==> src/rtl/mem_tester_pkg.sv <==
// Shared types, default constants and the expected-pattern helper used by the
// mem_tester memory exerciser.
package mem_tester_pkg;

  typedef enum logic [1:0] {
    IDLE  = 2'd0,
    WRITE = 2'd1,
    READ  = 2'd2,
    DONE  = 2'd3
  } state_t;

  localparam int          DEF_DEPTH   = 8;
  localparam int          DEF_AW      = 3;
  localparam int          DEF_DW      = 32;
  localparam logic [31:0] DEF_PATTERN = 32'hc0000001;

  // Pattern rotated left by (addr mod DW) bits, optionally inverted.
  // Rotation is taken from the upper half of the doubled pattern shifted left.
  function automatic logic [DEF_DW-1:0] expected_word(
    input int unsigned       addr,
    input logic              inv,
    input logic [DEF_DW-1:0] pattern = DEF_PATTERN
  );
    logic [2*DEF_DW-1:0] dbl;
    logic [DEF_DW-1:0]   rot;
    int unsigned         amt;
    amt = addr % DEF_DW;
    dbl = {pattern, pattern} << amt;
    rot = dbl[2*DEF_DW-1 -: DEF_DW];
    return inv ? ~rot : rot;
  endfunction

endpackage

==> src/rtl/mem_tester_if.sv <==
// Memory port bundle between mem_tester (master) and the memory (slave).
// Semantics: the memory captures mem_wdata at mem_addr on the rising clk edge
// whenever mem_we is high; mem_rdata is a combinational function of mem_addr
// and is valid in the same cycle the address is presented. There is no
// back-pressure: every cycle with mem_we high is one completed write.
interface mem_tester_if
  import mem_tester_pkg::*;
#(
  parameter int AW = DEF_AW,
  parameter int DW = DEF_DW
);
  logic          mem_we;
  logic [AW-1:0] mem_addr;
  logic [DW-1:0] mem_wdata;
  logic [DW-1:0] mem_rdata;

  modport master (output mem_we, output mem_addr, output mem_wdata, input  mem_rdata);
  modport slave  (input  mem_we, input  mem_addr, input  mem_wdata, output mem_rdata);
endinterface

==> src/rtl/mem_err_tracker.sv <==
// Counts read-back mismatches (saturating) and remembers the address of the
// first mismatch seen since the last clear.
module mem_err_tracker #(
  parameter int AW = 3,
  parameter int DW = 32
) (
  input  logic          clk,
  input  logic          reset,
  input  logic          clear,
  input  logic          cmp_en,
  input  logic [DW-1:0] rdata,
  input  logic [DW-1:0] expected,
  input  logic [AW-1:0] addr,
  output logic [AW:0]   err_count,
  output logic [AW-1:0] first_err_addr
);

  localparam logic [AW:0] SAT = '1;

  logic mismatch;
  assign mismatch = cmp_en && (rdata != expected);

  // Error counter and first-failure capture; a zero count marks "no error yet".
  always_ff @(posedge clk) begin
    if (reset || clear) begin
      err_count      <= '0;
      first_err_addr <= '0;
    end else if (mismatch) begin
      if (err_count != SAT) err_count <= err_count + 1'b1;
      if (err_count == '0)  first_err_addr <= addr;
    end
  end

endmodule

==> src/rtl/mem_tester.sv <==
// Memory exerciser: writes a rotating pattern to every word, reads it back,
// and reports pass/fail, error count and first failing address.
// Optional macro MEM_TESTER_INV_PASS_EN adds a second sweep with inverted data.
module mem_tester
  import mem_tester_pkg::*;
#(
  parameter int          DEPTH   = DEF_DEPTH,
  parameter int          AW      = DEF_AW,
  parameter int          DW      = DEF_DW,
  parameter logic [31:0] PATTERN = DEF_PATTERN
) (
  input  logic                clk,
  input  logic                reset,
  input  logic                start,
  mem_tester_if.master        mem,
  output logic                busy,
  output logic                done,
  output logic                pass,
  output logic [AW:0]         err_count,
  output logic [AW-1:0]       first_err_addr,
  output state_t              dbg_state
);

  state_t        state_q, state_d;
  logic [AW-1:0] addr_q;
  logic          pass_q;
  logic          phase_q;
  logic          start_acc;
  logic          last_addr;
  logic [DW-1:0] exp_word;

  assign start_acc = (state_q == IDLE) && start;
  assign last_addr = (addr_q == AW'(DEPTH - 1));
  assign exp_word  = DW'(expected_word(32'(addr_q), phase_q, DEF_DW'(PATTERN)));

`ifdef MEM_TESTER_INV_PASS_EN
  // Sweep selector: 0 = true pattern, 1 = inverted pattern.
  always_ff @(posedge clk) begin
    if (reset)                                          phase_q <= 1'b0;
    else if (start_acc)                                 phase_q <= 1'b0;
    else if (state_q == READ && last_addr && !phase_q)  phase_q <= 1'b1;
  end
`else
  assign phase_q = 1'b0;
`endif

  // State register.
  always_ff @(posedge clk) begin
    if (reset) state_q <= IDLE;
    else       state_q <= state_d;
  end

  // Next-state logic.
  always_comb begin
    state_d = state_q;
    case (state_q)
      IDLE:  if (start) state_d = WRITE;
      WRITE: if (last_addr) state_d = READ;
      READ: begin
        if (last_addr) begin
`ifdef MEM_TESTER_INV_PASS_EN
          state_d = phase_q ? DONE : WRITE;
`else
          state_d = DONE;
`endif
        end
      end
      DONE:    state_d = IDLE;
      default: state_d = IDLE;
    endcase
  end

  // Address counter and stored result; address wraps naturally at DEPTH.
  always_ff @(posedge clk) begin
    if (reset) begin
      addr_q <= '0;
      pass_q <= 1'b0;
    end else begin
      case (state_q)
        IDLE: begin
          addr_q <= '0;
          if (start) pass_q <= 1'b0;
        end
        WRITE, READ: addr_q <= addr_q + 1'b1;
        DONE: begin
          addr_q <= '0;
          pass_q <= (err_count == '0);
        end
        default: addr_q <= '0;
      endcase
    end
  end

  // Outputs decoded from state; pass is live during the done cycle.
  always_comb begin
    mem.mem_we    = (state_q == WRITE);
    mem.mem_wdata = (state_q == WRITE) ? exp_word : '0;
    busy          = (state_q != IDLE);
    done          = (state_q == DONE);
    pass          = (state_q == DONE) ? (err_count == '0) : pass_q;
  end

  assign mem.mem_addr = addr_q;
  assign dbg_state    = state_q;

  mem_err_tracker #(.AW(AW), .DW(DW)) u_err (
    .clk            (clk),
    .reset          (reset),
    .clear          (start_acc),
    .cmp_en         (state_q == READ),
    .rdata          (mem.mem_rdata),
    .expected       (exp_word),
    .addr           (addr_q),
    .err_count      (err_count),
    .first_err_addr (first_err_addr)
  );

endmodule

==> src/flat_wrapper.sv <==
// flat-port wrapper written by rule: the top's interface ports become plain ports
module mem_tester_flat import mem_tester_pkg::*;
#(
  parameter int          DEPTH   = DEF_DEPTH,
  parameter int          AW      = DEF_AW,
  parameter int          DW      = DEF_DW,
  parameter logic [31:0] PATTERN = DEF_PATTERN
)
  (clk, reset, start, busy, done, pass, err_count, first_err_addr, dbg_state, mem_mem_we, mem_mem_addr, mem_mem_wdata, mem_mem_rdata);
  mem_tester_if #(.AW(AW), .DW(DW)) mem_i ();
  input  logic clk;
  input  logic reset;
  input  logic start;
  output logic busy;
  output logic done;
  output logic pass;
  output logic [AW:0] err_count;
  output logic [AW-1:0] first_err_addr;
  output state_t dbg_state;
  output wire logic [$bits(mem_i.mem_we)-1:0] mem_mem_we;
  output wire logic [$bits(mem_i.mem_addr)-1:0] mem_mem_addr;
  output wire logic [$bits(mem_i.mem_wdata)-1:0] mem_mem_wdata;
  input wire logic [$bits(mem_i.mem_rdata)-1:0] mem_mem_rdata;
  assign mem_mem_we = mem_i.mem_we;
  assign mem_mem_addr = mem_i.mem_addr;
  assign mem_mem_wdata = mem_i.mem_wdata;
  assign mem_i.mem_rdata = mem_mem_rdata;
  mem_tester #(.DEPTH(DEPTH), .AW(AW), .DW(DW), .PATTERN(PATTERN)) u_core (.clk(clk), .reset(reset), .start(start), .mem(mem_i), .busy(busy), .done(done), .pass(pass), .err_count(err_count), .first_err_addr(first_err_addr), .dbg_state(dbg_state));
endmodule
==> config.mk <==
export PLATFORM = sky130hd
export DESIGN_NAME = mem_tester_flat
export DESIGN_NICKNAME = d
export VERILOG_FILES = /design/src/rtl/mem_tester_pkg.sv /design/src/rtl/mem_tester_if.sv /design/src/rtl/mem_err_tracker.sv /design/src/rtl/mem_tester.sv /design/src/flat_wrapper.sv
export SDC_FILE = /design/constraint.sdc
export NUM_CORES = 1
export LEC_CHECK = 0
export ABC_AREA = 0
export BUFFER_PORTS_ARGS = -buffer_cell sky130_fd_sc_hd__buf_2
export CORE_MARGIN = 3
export CORE_UTILIZATION = 45
export DETAILED_ROUTE_END_ITERATION = 8
export PLACE_DENSITY = 0.85
export SKIP_LAST_GASP = 1
export SYNTH_ARGS = -nofsm -noshare
export SYNTH_HDL_FRONTEND = slang
export SYNTH_SLANG_ARGS = --single-unit
==> constraint.sdc <==
create_clock -name clk -period 4 [get_ports clk]
set_input_delay 0.4 -clock clk [delete_from_list [all_inputs] [get_ports clk]]
set_output_delay 0.4 -clock clk [all_outputs]
set_load 0.1 [all_outputs]
; ---- Word level (Yosys, flattened, before mapping)
; Cells that the tools add are included.
[classes]
add_sub_neg = 2
reduce_logical = 13
shifts = 1
mux = 9
n_eq_ne = 9
[op_table]
columns = op, count
row1 = $shl A64 B3 Y64 const A, 1
row2 = $mux W32, 1
row3 = $ne A32 B32 Y1, 1
row4 = $pmux W2 S4, 1
row5 = $mux W2, 3
row6 = $pmux W3 S2, 1
row7 = $reduce_and A2 Y1, 3
row8 = $add A4 B1 Y4 const B, 1
row9 = $eq A2 B2 Y1 const B, 2
row10 = $logic_not A4 Y1, 1
row11 = $ne A2 B1 Y1 const B, 2
row12 = $ne A4 B4 Y1 const B, 1
row13 = $reduce_bool A2 Y1, 2
row14 = $reduce_or A2 Y1, 2
row15 = $add A3 B1 Y3 const B, 1
row16 = $eq A3 B3 Y1 const B, 1
row17 = $reduce_and A3 Y1, 1
row18 = $eq A2 B1 Y1 const B, 1
row19 = $logic_and A1 B1 Y1, 2
row20 = $logic_not A2 Y1, 1
row21 = $mux W1, 2
row22 = $ne A2 B2 Y1 const B, 1
row23 = $pmux W1 S2, 1
row24 = $logic_or A1 B1 Y1, 1
[totals]
regBits = 13
word_cells = 39
in_bits = 35

; ---- Depth between registers and ports, before layout
; Gate-level depths: netlist (run 1).
[logic_depth]
ltp_word = 4
mapped_depth = 10

; ---- Cells and area by module
; Synthesis (run 1) repeated with hierarchy kept, for this count alone.
[unflattened]
hier_cells = 169
area_unflattened_um2 = 1453.9
[modules_own_cells]
columns = mod, n_inst, cells_per_inst, seq_area_each_um2, area_per_inst_um2
row1 = mem_err_tracker, 1, 82, 140.1, 758.2
row2 = mem_tester, 1, 87, 120.1, 695.7

; ---- Worst setup path before layout (run 1)
; No wires, ideal clock.
[synth_path]
path_type = reg2out
startpoint = register u_core.state_q[0], in the netlist u_core.dbg_state[0]
endpoint = output mem_mem_wdata[0]
path_slack_ps = 109
required_ps = 3600
n_path_buf = 0
stages_incl_launch_ff = 4
arrival_time_ps = 3491
path_cell_list = dfxtp_1 -> ha_1 -> nand2_1 -> nor2_1
[synth_between]
elab_chain_cells = 2
[synth_lines]
columns = element, line_no
row1 = "start, declared", mem_tester.sv:24  ; state_t state_q, state_d;
row2 = "start signal, assigned", mem_tester.sv:50  ; else state_q <= state_d;
row3 = $eq A2 B1 Y1, -
row4 = net mem_mem_we, flat_wrapper.sv:20  ; output wire logic [$bits(mem_i.mem_we)-1:0] mem_mem_we;
row5 = $mux W32, mem_tester.sv:97  ; mem.mem_wdata = (state_q == WRITE) ? exp_word : '0;
row6 = "end, declared", flat_wrapper.sv:22  ; output wire logic [$bits(mem_i.mem_wdata)-1:0] mem_mem_wdata;
; The timed path passes the listed nets, and every way through them passes these cells.

; ---- Worst setup path after layout (run 1)
[layout_path]
startpoint = register u_core.addr_q[1], in the netlist u_core.mem.mem_addr[1]
endpoint = register u_core.u_err.err_count[2]
[layout_between]
elab_chain_cells = 4
[layout_lines]
columns = element, line_no
row1 = "start, declared", mem_tester.sv:25  ; logic [AW-1:0] addr_q;
row2 = "start signal, assigned", mem_tester.sv:84  ; WRITE, READ: addr_q <= addr_q + 1'b1;
row3 = $shl A64 B3 Y64, mem_tester_pkg.sv:28  ; dbl = {pattern, pattern} << amt;
row4 = $ne A32 B32 Y1, mem_err_tracker.sv:21  ; assign mismatch = cmp_en && (rdata != expected);
row5 = $logic_and A1 B1 Y1, mem_err_tracker.sv:21
row6 = $reduce_and A2 Y1 (no source line), -
row7 = "end signal, assigned", mem_err_tracker.sv:29  ; if (err_count != SAT) err_count <= err_count + 1'b1;
row8 = "end, declared", mem_err_tracker.sv:14  ; output logic [AW:0] err_count,
; No other way between the ends.
; A chain may end at the register's enable or synchronous reset.

==> results.yml, run 1 <==
run_status:
  run_status: "completed"
die:
  chipHeight_um: 58.9
  num_rows: 18
  design.die.area_um2: 3470
  dieWidth_um: 58.9
  initial_core_util_pct: 49.1
  core_area_um2: 2570
  design.portCount: 83
global_routing:
  grt_pass1_vias: 1004
  grt.total_usage_pct: 16.3
  grt_ovf: 0
  grt_pass1_wl_mm: 4.44
  initial_antenna_violation_count: 0
  grt_max_degree: 15
timing:
  grt_setup_unrepaired: "no"
  worst_slew_pin_slew_ns: 0.814
  finalWorstPathRequiredPeriod_ns: 2.77
  final_hold_viol_count: 0
  setup_slack_ns: 1.23
  worst_clock_skew_ns: 0.00464
  finalSetupViolCount: 0
  max_freq_mhz: 361
  setup-tns-final_ns: 0
  report.final.slew_viol_count: 0
  maxSlewHeadroom_pct: 45.7
  final_min_period_over_clock_period_pct: 69.2
clock_tree:
  clkLatencyLatePin_ns: 0.27
  cts.path.max_buffers: 2
  clock_tree_from_tritoncts: "yes"
  post-cts-setup-buffers: 0
  root_buffer: "sky130_fd_sc_hd__clkbuf_4"
  clock_sink_count: 13
  htree_levels: 1
  cts-buffers-inserted: 3
  cts_hold_buf: 0
  clkTransAtPathRegs_ns: 0.08
  post_cts_resized: 0
synth:
  synth_top_cell_by_area: "sky130_fd_sc_hd__dfxtp_1"
  ys_dominant_reg_cell: "sky130_fd_sc_hd__dfxtp_1"
  synthesis.instances: 152
  synth_top_cells_by_count: "23 x sky130_fd_sc_hd__buf_4, 13 x sky130_fd_sc_hd__dfxtp_1, 13 x sky130_fd_sc_hd__nand2_1"
  synth.cell_area_um2: 1260
  synthDistinctLibCells: 49
  ys_async_sr_fraction_pct: 0
  synthMostInstantiatedCell: "sky130_fd_sc_hd__buf_4"
  mean_syn_cell_area_um2: 8.29
  netlist_top_cells_area: "sky130_fd_sc_hd__dfxtp_1 21%, sky130_fd_sc_hd__buf_4 14%, sky130_fd_sc_hd__ha_1 11%, sky130_fd_sc_hd__nand2_1 3.9%, sky130_fd_sc_hd__nor4_1 3.5%"
  synth_enable_flop_cells: 0
  yosys_register_bits: 13
  seq_area_frac_synth_pct: 20.7
  synth_top_cell_area_share_pct: 20.7
  synth-warning-count: 0
cells_and_area:
  layout.cells.non_filler: 241
  area.sequential_um2: 260
  num-fill-cells: 247
  final_layout_size_suffix_gt1_share_pct: 34.1
  antenna_cells: 0
  syn2layout_area_growth_pct: 19.9
  area_occupied_by_multi_input_gates_um2: 852
  layout_net_count: 258
hold_path:
  hp_start: "reset"
  worst_hold_path_type: "in -> reg"
setup_path:
  rrSetupSlack_ns: 1.23
  timing_worst_setup_path_type: "reg -> reg"
  worst_path_max_stage_delay_ns: 0.67
  critical_path.cell_chain: "inv_1 -> ha_1 -> or2_0 -> a211oi_2 -> o211ai_2 -> a2111oi_4 -> nor2_1 -> o211a_1"
  reg2reg_from: "u_core.mem.mem_addr[1]$_SDFF_PP0_"
  path_delay_family: "compound AO/OA/AOI/OAI gates"
  worst-r2r-cell-count: 8
  end_of_the_critical_path: "u_core.u_err.err_count[2]$_SDFFE_PP0P_"
  cp-startpoint: "u_core.mem.mem_addr[1]$_SDFF_PP0_"
  regToRegEndpoint: "u_core.u_err.err_count[2]$_SDFFE_PP0P_"
  path_max_fanout: 14
  setup.worst_path.start_class: "register"
  worst-endpoint-required_ns: 4.17
  worst-path-buf-inv: 1
  crit_path_cell_count: 8
  setup.worst_path.end_class: "register"
  arrival_ns: 2.94
  slowest_stage: "sky130_fd_sc_hd__a2111oi_4"
detailed_routing:
  final_antenna_net_count: 0
  drt_iter0_markers: 62
  vias_per_cell: 5.12
  drc: 0
  routed_wire_length_per_instance_um: 12.2
  via_count: 1233
  drt_first_pass_iters: 4
  wirelength_mm: 2.94
place:
  placement.io_buffers: 60
  pre_cts_slack_ns: 1.27
  place_hpwl_mm: 2.48
  numPlacedInstances: 237
  routabilityCongestion: 0.865
job:
  maxCapViolCount: 0
pwr:
  power.ir.vdd_worst_v: 0.000665
  total_leakage_power_nw: 0.790
  pwr_density_cell_nw_per_um2: 632
kinds of logic (layout without fill, tap and decap cells):
logic type | after synthesis | count (layout) | synth area share (%)
adder cells (fa/ha/maj) | 11 | 11 | 10.9
flip-flops | 13 | 13 | 20.7
other | 1 | 22 | 0.298
XOR/XNOR | 5 | 5 | 3.48
AND/OR/NAND/NOR | 58 | 58 | 26.2
buffers and inverters | 35 | 73 | 18.0
multiplexers | 4 | 4 | 3.28
AO/OA/AOI/OAI | 25 | 25 | 17.2
report_power, final:
group / total [mW] / internal (mW) / switching (mW)
registers: 0.171 / 0.146 / 0.0246
logic: 0.704 / 0.122 / 0.582
clock network: 0.0800 / 0.0387 / 0.0413
total: 0.955 / 0.307 / 0.648
sequential cells by signal (all words and copies together), names as in the netlist:
signal and flops:
u_core.u_err.first_err_addr 3, u_core.pass_q 1, u_core.mem.mem_addr 3, u_core.u_err.err_count 4, u_core.dbg_state 2
through the flow:
step	hold slack, ns	utilization, %	power (mW)	instance area (µm²)
global route	0.357	58.8	1.00	1510
detailed placement	0.477	57.8	0.878	1480
floorplan	0.450	-	0.793	1340
global placement	0.474	57.8	0.872	1480
CTS	0.343	58.8	0.959	1510
finish	0.350	58.8	0.955	1510
metal layers:
metal | wire, µm | up-vias | global-route usage, %
li1 | - | 616 | -
met2 | 1500 | 50 | 26.7
met4 | 44 | 0 | 6.15
met3 | 226 | 4 | 4.39
met1 | 1180 | 563 | 20.5
met5 | 0 | - | 0
layout by cell type, fill, tap and decap left out, types with 2 or more instances in the layout:
cell type	n
sky130_fd_sc_hd__nand2_1	13
sky130_fd_sc_hd__and2_1	4
sky130_fd_sc_hd__a21oi_1	2
sky130_fd_sc_hd__conb_1	22
sky130_fd_sc_hd__or3_1	2
sky130_fd_sc_hd__clkbuf_4	3
sky130_fd_sc_hd__xnor2_1	3
sky130_fd_sc_hd__o21ai_0	3
sky130_fd_sc_hd__inv_1	9
sky130_fd_sc_hd__dfxtp_1	13
sky130_fd_sc_hd__o22ai_1	2
sky130_fd_sc_hd__buf_2	60
sky130_fd_sc_hd__nor2b_1	2
sky130_fd_sc_hd__xor2_1	2
sky130_fd_sc_hd__nand3_1	2
sky130_fd_sc_hd__nor3_1	2
sky130_fd_sc_hd__mux2i_1	3
sky130_fd_sc_hd__ha_1	11
sky130_fd_sc_hd__nand4_1	2
sky130_fd_sc_hd__or3_4	2
sky130_fd_sc_hd__nand4b_1	3
sky130_fd_sc_hd__o211ai_1	4
sky130_fd_sc_hd__or4b_1	2
sky130_fd_sc_hd__nor2_1	10
sky130_fd_sc_hd__nor4_1	7
worst min-delay path by stage:
| stage | to | cells past startpoint |
|---|---|---|
| global route | u_core.dbg_state[1]$_SDFFE_PP0P_ | 2 |
| global placement | u_core.pass_q$_SDFFE_PP0P_ | 2 |
| CTS | u_core.dbg_state[1]$_SDFFE_PP0P_ | 2 |
| floorplan | u_core.pass_q$_SDFFE_PP0P_ | 2 |
| detailed placement | u_core.pass_q$_SDFFE_PP0P_ | 2 |
| finish | u_core.dbg_state[1]$_SDFFE_PP0P_ | 2 |
cell type report:
class                   instances  share of cell area (%)
clock buffers                   4                    1.74
inverters                       9                    2.24
flip-flops and latches         13                    17.2
repair buffers                 60                    19.9
well taps                      30                    2.49
multi-input cells             125                    56.4
worst reg2reg max path, cell delays in order, from the launching register on:
cell	delay (ns)
sky130_fd_sc_hd__dfxtp_1	0.54
sky130_fd_sc_hd__inv_1	0.19
sky130_fd_sc_hd__ha_1	0.28
sky130_fd_sc_hd__or2_0	0.25
sky130_fd_sc_hd__a211oi_2	0.23
sky130_fd_sc_hd__o211ai_2	0.14
sky130_fd_sc_hd__a2111oi_4	0.67
sky130_fd_sc_hd__nor2_1	0.12
sky130_fd_sc_hd__o211a_1	0.23
No activity file was read; power rests on OpenSTA's default activity.
==> run 2, diff against run 1 <==
--- a/config.mk
+++ b/config.mk
@@ -8,9 +8,9 @@
 export ABC_AREA = 0
 export BUFFER_PORTS_ARGS = -buffer_cell sky130_fd_sc_hd__buf_2
 export CORE_MARGIN = 3
-export CORE_UTILIZATION = 45
+export CORE_UTILIZATION = 38
 export DETAILED_ROUTE_END_ITERATION = 8
-export PLACE_DENSITY = 0.85
+export PLACE_DENSITY = 0.76
 export SKIP_LAST_GASP = 1
 export SYNTH_ARGS = -nofsm -noshare
 export SYNTH_HDL_FRONTEND = slang
==> constraint.sdc (replaced) <==
create_clock -name clk -period 2.25 [get_ports clk]
set_input_delay 0.225 -clock clk [delete_from_list [all_inputs] [get_ports clk]]
set_output_delay 0.225 -clock clk [all_outputs]
set_load 0.1 [all_outputs]
==> run 2 against run 1 <==
Net effect: clock power grew 84%; flip-flop and latch count is the same; combinational power grew 95%; maximum frequency grew 31%; cell count grew 9.5%; register-to-register slack lost 1.1 ns; die area grew 16%; global-route usage shrank 0.97 points; non-clock buffer count grew 9; sequential power grew 82%; largest power group unchanged; highest routed layer is now met3.
==> results.yml, run 2 (synthesis results as in run 1) <==
detailed_routing:
  final_antenna_net_count: 0
  drc: 0
  met1_routed_wirelength_after_detailed_routing_mm: 1.28
  met2_length_mm: 1.54
  maxUsedRoutingLayer: "met3"
  route.met3.wl_um: 335
  vias_per_cell: 4.84
  drt_first_pass_iters: 4
  via_count: 1279
  drt_iter0_markers: 32
  routed_wire_length_per_instance_um: 12.0
  wirelength_mm: 3.16
run_status:
  run_status: "completed"
place:
  placement.io_buffers: 60
  place_hpwl_mm: 2.67
  pre_cts_slack_ns: 0.141
  placedInstanceArea_um2: 1680
  routabilityCongestion: 0.851
timing:
  final_hold_viol_count: 0
  worst_clock_skew_ns: 0.00527
  setup-tns-final_ns: 0
  grt_setup_unrepaired: "yes"
  final_min_period_over_clock_period_pct: 94.1
  report.final.slew_viol_count: 0
  setup_slack_ns: 0.134
  finalSetupViolCount: 0
  finalWorstPathRequiredPeriod_ns: 2.12
  max_freq_mhz: 473
setup_path:
  setup.worst_path.start_class: "register"
  worst-r2r-cell-count: 8
  slowest_stage: "sky130_fd_sc_hd__a2111oi_4"
  worst_path_max_stage_delay_ns: 0.44
  setup.worst_path.end_class: "register"
  worst-endpoint-required_ns: 2.42
  crit_path_cell_count: 8
  cp-startpoint: "u_core.mem.mem_addr[0]$_SDFF_PP0_"
  timing_worst_setup_path_type: "reg -> reg"
  worst-path-buf-inv: 2
  path_delay_family: "compound AO/OA/AOI/OAI gates"
  reg2reg_from: "u_core.mem.mem_addr[0]$_SDFF_PP0_"
  critical_path.cell_chain: "inv_1 -> ha_4 -> o22ai_1 -> or3_4 -> a2111oi_4 -> buf_4 -> or3_1 -> a21boi_1"
  path_max_fanout: 7
  arrival_ns: 2.29
global_routing:
  grt_pass1_vias: 1190
  grt_max_degree: 12
  grt.total_usage_pct: 15.4
  grt_ovf: 0
  initial_antenna_violation_count: 0
  grt_pass1_wl_mm: 5.08
die:
  chipHeight_um: 63.6
  design.portCount: 83
  dieWidth_um: 63.6
  design.die.area_um2: 4040
  num_rows: 20
  initial_core_util_pct: 40.6
  core_area_um2: 3100
cells_and_area:
  largest_register: "u_core.u_err.err_count"
  largest_register_ffs: 4
  area_occupied_by_multi_input_gates_um2: 953
  area.sequential_um2: 272
  fin_util_pct: 55.2
  layout.cells.most_common: "sky130_fd_sc_hd__buf_2"
  syn2layout_area_growth_pct: 35.9
  final_layout_size_suffix_gt1_share_pct: 45.9
  num-fill-cells: 309
  antenna_cells: 0
  post_layout_inst_area_um2: 1710
  commonest_cells_after_routing_fill_and_taps_aside: "60 x sky130_fd_sc_hd__buf_2, 22 x sky130_fd_sc_hd__conb_1, 13 x sky130_fd_sc_hd__nand2_1"
  layout_net_count: 267
clock_tree:
  clock_sink_count: 13
  cts-buffers-inserted: 3
  cts_hold_buf: 0
  htree_levels: 1
  cts.path.max_buffers: 2
  clkTransAtPathRegs_ns: 0.09
  clock_tree_from_tritoncts: "yes"
  clkLatencyLatePin_ns: 0.28
  root_buffer: "sky130_fd_sc_hd__clkbuf_4"
pwr:
  power.ir.vdd_worst_v: 0.000689
  total_leakage_power_nw: 0.845
  pwr_density_cell_nw_per_um2: 1070
hold_path:
  hp_start: "reset"
  worst_hold_path_type: "in -> reg"
  min_delay_path_depth: 2
job:
  maxCapViolCount: 0
run 2: worst register-to-register path: stages, from the launching register on:
cell and delay (ns):
sky130_fd_sc_hd__dfxtp_4 0.37, sky130_fd_sc_hd__inv_1 0.14, sky130_fd_sc_hd__ha_4 0.21, sky130_fd_sc_hd__o22ai_1 0.10, sky130_fd_sc_hd__or3_4 0.38, sky130_fd_sc_hd__a2111oi_4 0.44, sky130_fd_sc_hd__buf_4 0.22, sky130_fd_sc_hd__or3_1 0.11
sky130_fd_sc_hd__a21boi_1 0.06
run 2: final cells by class:
type / instances / share of cell area [%]
Sequential cell: 13 / 15.9
Multi-Input combinational cell: 125 / 55.7
Clock buffer: 3 / 1.31
Tap cell: 44 / 3.21
Clock inverter: 1 / 0.292
Inverter: 9 / 2.19
Timing Repair Buffer: 69 / 21.5
run 2: power by group:
group	total (mW)	leakage, nW	switching [mW]	internal [mW]
sequential	0.312	0.108	0.0431	0.268
combinational	1.37	0.719	1.09	0.285
clock	0.147	0.0177	0.0813	0.0658
run 2: final timing paths:
kind                                       endpoint  slack, ns
min reg2reg       u_core.mem.mem_addr[0]$_SDFF_PP0_       0.47
max reg2reg  u_core.u_err.err_count[0]$_SDFFE_PP0P_       0.13
max          u_core.u_err.err_count[0]$_SDFFE_PP0P_       0.13
min                u_core.dbg_state[1]$_SDFFE_PP0P_       0.19
run 2: through the flow:
stage | power [mW] | cells | hold WS [ns]
2_1_floorplan | 1.52 | 173 | 0.287
3_3_place_gp | 1.68 | 259 | 0.445
3_5_place_dp | 1.69 | 259 | 0.460
4_1_cts | 1.84 | 263 | 0.186
5_1_grt | 1.93 | 264 | 0.188
6_report | 1.83 | 264 | 0.192
run 2: what timing repair did:
item	4_1_cts	5_1_grt
endpoints found under the setup margin	0	2
gates resized for setup	0	0
buffers inserted	0	1
run 2: routing by layer:
layer,global-route usage [%],vias to the layer above
li1,-,635
met1,17.5,582
met2,27.9,62
met3,4.63,0
met4,3.23,0
met5,0,-
==> run 3, diff against run 2 <==
--- a/config.mk
+++ b/config.mk
@@ -8,10 +8,12 @@
 export ABC_AREA = 0
 export BUFFER_PORTS_ARGS = -buffer_cell sky130_fd_sc_hd__buf_2
 export CORE_MARGIN = 3
-export CORE_UTILIZATION = 38
+export CORE_UTILIZATION = 40
 export DETAILED_ROUTE_END_ITERATION = 8
-export PLACE_DENSITY = 0.76
+export PLACE_DENSITY = 0.77
+export SKIP_CTS_REPAIR_TIMING = 1
 export SKIP_LAST_GASP = 1
 export SYNTH_ARGS = -nofsm -noshare
 export SYNTH_HDL_FRONTEND = slang
+export SYNTH_HIERARCHICAL = 1
 export SYNTH_SLANG_ARGS = --single-unit
==> run 3 against run 2 <==
Net effect: combinational power increased by 11%; sequential power increased by 4%; sequential share of layout area decreased by 1.9 points; routed wire length increased by 4.0%; clock power about the same; hold slack improved by 0.051 ns; via count increased by 4.1%; clock skew decreased by 0.0044 ns; global-route usage decreased by 1.2 points; critical path depth increased by 2; critical endpoint is now u_core/u_err/err_count[0]$_SDFFE_PP0P_; largest cell class unchanged.
==> results.yml, run 3 <==
pwr:
  power.ir.vdd_worst_v: 0.000822
  total_leakage_power_nw: 0.969
  pwr_density_cell_nw_per_um2: 1000
detailed_routing:
  wirelength_mm: 3.28
  routed_wire_length_per_instance_um: 10.8
  final_antenna_net_count: 0
  drc: 0
  drt_first_pass_iters: 4
  via_count: 1332
  drt_iter0_markers: 20
  vias_per_cell: 4.37
cells_and_area:
  fin_util_pct: 58.4
  syn2layout_area_growth_pct: 37.2
  num-fill-cells: 332
  antenna_cells: 0
  layout_net_count: 306
  largest_register: "u_core/u_err/err_count"
  layout.cells.most_common: "sky130_fd_sc_hd__buf_2"
  final_layout_size_suffix_gt1_share_pct: 43.2
  largest_register_ffs: 4
  commonest_cells_after_routing_fill_and_taps_aside: "60 x sky130_fd_sc_hd__buf_2, 44 x sky130_fd_sc_hd__conb_1, 33 x sky130_fd_sc_hd__xnor2_1"
  layout.cells.non_filler: 305
synth:
  synth_top_cell_area_share_pct: 19.9
  synthDistinctLibCells: 34
  mean_syn_cell_area_um2: 8.60
  yosys_register_bits: 13
  synthesis.instances: 169
  synth_top_cells_by_count: "33 x sky130_fd_sc_hd__xnor2_1, 22 x sky130_fd_sc_hd__buf_4, 17 x sky130_fd_sc_hd__nor2_1"
  synth_xor_xnor_area_share_pct: 19.9
  synth_top_family_by_area: "simple AND/OR/NAND/NOR gates"
  netlist_top_cells_area: "sky130_fd_sc_hd__xnor2_1 20%, sky130_fd_sc_hd__dfxtp_1 18%, sky130_fd_sc_hd__buf_4 11%, sky130_fd_sc_hd__ha_1 9.5%, sky130_fd_sc_hd__nor2_1 4.4%"
  synth_compound_gate_area_share_pct: 10.2
  synthMostInstantiatedCell: "sky130_fd_sc_hd__xnor2_1"
  ys_dominant_reg_cell: "sky130_fd_sc_hd__dfxtp_1"
  synth_top_cell_by_area: "sky130_fd_sc_hd__xnor2_1"
  synth_mux_area_share_pct: 3.87
  ys_async_sr_fraction_pct: 0
  synth-simple-area-share_pct: 23.9
  synth-warning-count: 6
  post_synth_fa_ha_maj_area_fraction_pct: 9.47
  synth.cell_area_um2: 1450
  synth_enable_flop_cells: 0
  seq_area_frac_synth_pct: 17.9
clock_tree:
  htree_levels: 1
  cts.path.max_buffers: 2
  cts-buffers-inserted: 3
  root_buffer: "sky130_fd_sc_hd__clkbuf_4"
  clkTransAtPathRegs_ns: 0.08
  clock_tree_from_tritoncts: "yes"
  clock_sink_count: 13
  clkLatencyLatePin_ns: 0.27
setup_path:
  timing_worst_setup_path_type: "reg -> reg"
  worst-r2r-cell-count: 10
  path_max_fanout: 5
  setup.worst_path.start_class: "register"
  arrival_ns: 2.40
  setup.worst_path.end_class: "register"
  worst-endpoint-required_ns: 2.42
place:
  routabilityCongestion: 0.792
  numPlacedInstances: 296
  placement.io_buffers: 60
  pre_cts_slack_ns: -0.00134
  place_hpwl_mm: 2.73
die:
  dieWidth_um: 66.3
  chipHeight_um: 66.3
  initial_core_util_pct: 42.6
  design.die.area_um2: 4390
  design.portCount: 83
  core_area_um2: 3420
  num_rows: 21
run_status:
  run_status: "completed"
global_routing:
  grt_pass1_vias: 1217
  grt_max_degree: 15
  grt_ovf: 0
  grt_pass1_wl_mm: 4.97
  grt.total_usage_pct: 14.2
  initial_antenna_violation_count: 0
timing:
  grt_setup_unrepaired: "yes"
  finalHoldWorstSlack_ns: 0.243
  report.final.slew_viol_count: 0
  setup-tns-final_ns: 0
  final_min_period_over_clock_period_pct: 99.2
  worst_clock_skew_ns: 0.000895
  setup_slack_ns: 0.0176
  finalSetupViolCount: 0
  final_hold_viol_count: 0
  finalWorstPathRequiredPeriod_ns: 2.23
  max_freq_mhz: 448
hold_path:
  worst_hold_path_type: "in -> reg"
  min_delay_path_depth: 2
job:
  maxCapViolCount: 0
run 3: cell types whose count changed in the layout (fill, tap and decap cells not counted), moves of 4 or more:
cell                       change
sky130_fd_sc_hd__and2_2        +4
sky130_fd_sc_hd__nor2_1        +5
sky130_fd_sc_hd__nor4_1        -6
sky130_fd_sc_hd__xnor2_1      +30
sky130_fd_sc_hd__conb_1       +22
sky130_fd_sc_hd__nand4_1       +6
sky130_fd_sc_hd__o211ai_1      -4
run 3: final timing paths:
| path | end | slack (ns) | startpoint |
|---|---|---|---|
| setup / recovery | u_core/u_err/err_count[0]$_SDFFE_PP0P_ | 0.02 | u_core/mem.mem_addr[1]$_SDFF_PP0_ |
| hold reg to reg | u_core/pass_q$_SDFFE_PP0P_ | 0.46 | u_core/pass_q$_SDFFE_PP0P_ |
| setup reg to reg | u_core/u_err/err_count[0]$_SDFFE_PP0P_ | 0.02 | u_core/mem.mem_addr[1]$_SDFF_PP0_ |
| hold / removal | u_core/mem.mem_addr[0]$_SDFF_PP0_ | 0.24 | reset |
run 3: logic make-up after synthesis:
kind of cell / count (synthesis)
compound gates: 13
xor+xnor: 33
fa+ha+maj: 11
buf+inv: 34
flops: 13
mux: 5
other cells: 1
simple gates: 59
run 3: metal layers:
| layer | track usage, % | part of all wire (%) | up-vias |
|---|---|---|---|
| met5 | 0 | 0 | - |
| met4 | 4.06 | 0.24 | 0 |
| met3 | 2.55 | 6.8 | 2 |
| met2 | 27.9 | 53 | 42 |
| met1 | 14.9 | 40 | 603 |
| li1 | - | - | 685 |
run 3: report_power, final:
group          switching [mW]  internal [mW]  leakage [nW]
combinational            1.17          0.358         0.845
sequential             0.0500          0.276         0.109
clock                  0.0793         0.0687        0.0150
run 3: stage by stage:
stage,power [mW],instance area (µm²)
floorplan,1.65,1710
global placement,1.80,1900
detailed placement,1.82,1900
CTS,1.97,1930
global route,2.11,1990
finish,2.00,1990
run 3: area by class of cell:
| class | instances | area, µm² | share of cell area [%] |
|---|---|---|---|
| Multi-Input combinational cell | 165 | 1240 | 62.0 |
| Timing Repair Buffer | 66 | 345 | 17.3 |
| Sequential cell | 13 | 279 | 14.0 |
| Tap cell | 46 | 57.6 | 2.89 |
| Inverter | 11 | 50.0 | 2.51 |
| Clock buffer | 4 | 26.3 | 1.32 |
run 3: critical path, cell delays in order (launching register included):
cell	delay, ns
sky130_fd_sc_hd__dfxtp_4	0.37
sky130_fd_sc_hd__inv_4	0.06
sky130_fd_sc_hd__ha_4	0.13
sky130_fd_sc_hd__and2b_2	0.25
sky130_fd_sc_hd__xnor2_1	0.18
sky130_fd_sc_hd__nand4_1	0.17
sky130_fd_sc_hd__nor4_4	0.44
sky130_fd_sc_hd__buf_4	0.18
sky130_fd_sc_hd__a21o_2	0.15
sky130_fd_sc_hd__xnor2_1	0.13
sky130_fd_sc_hd__nor3_2	0.05
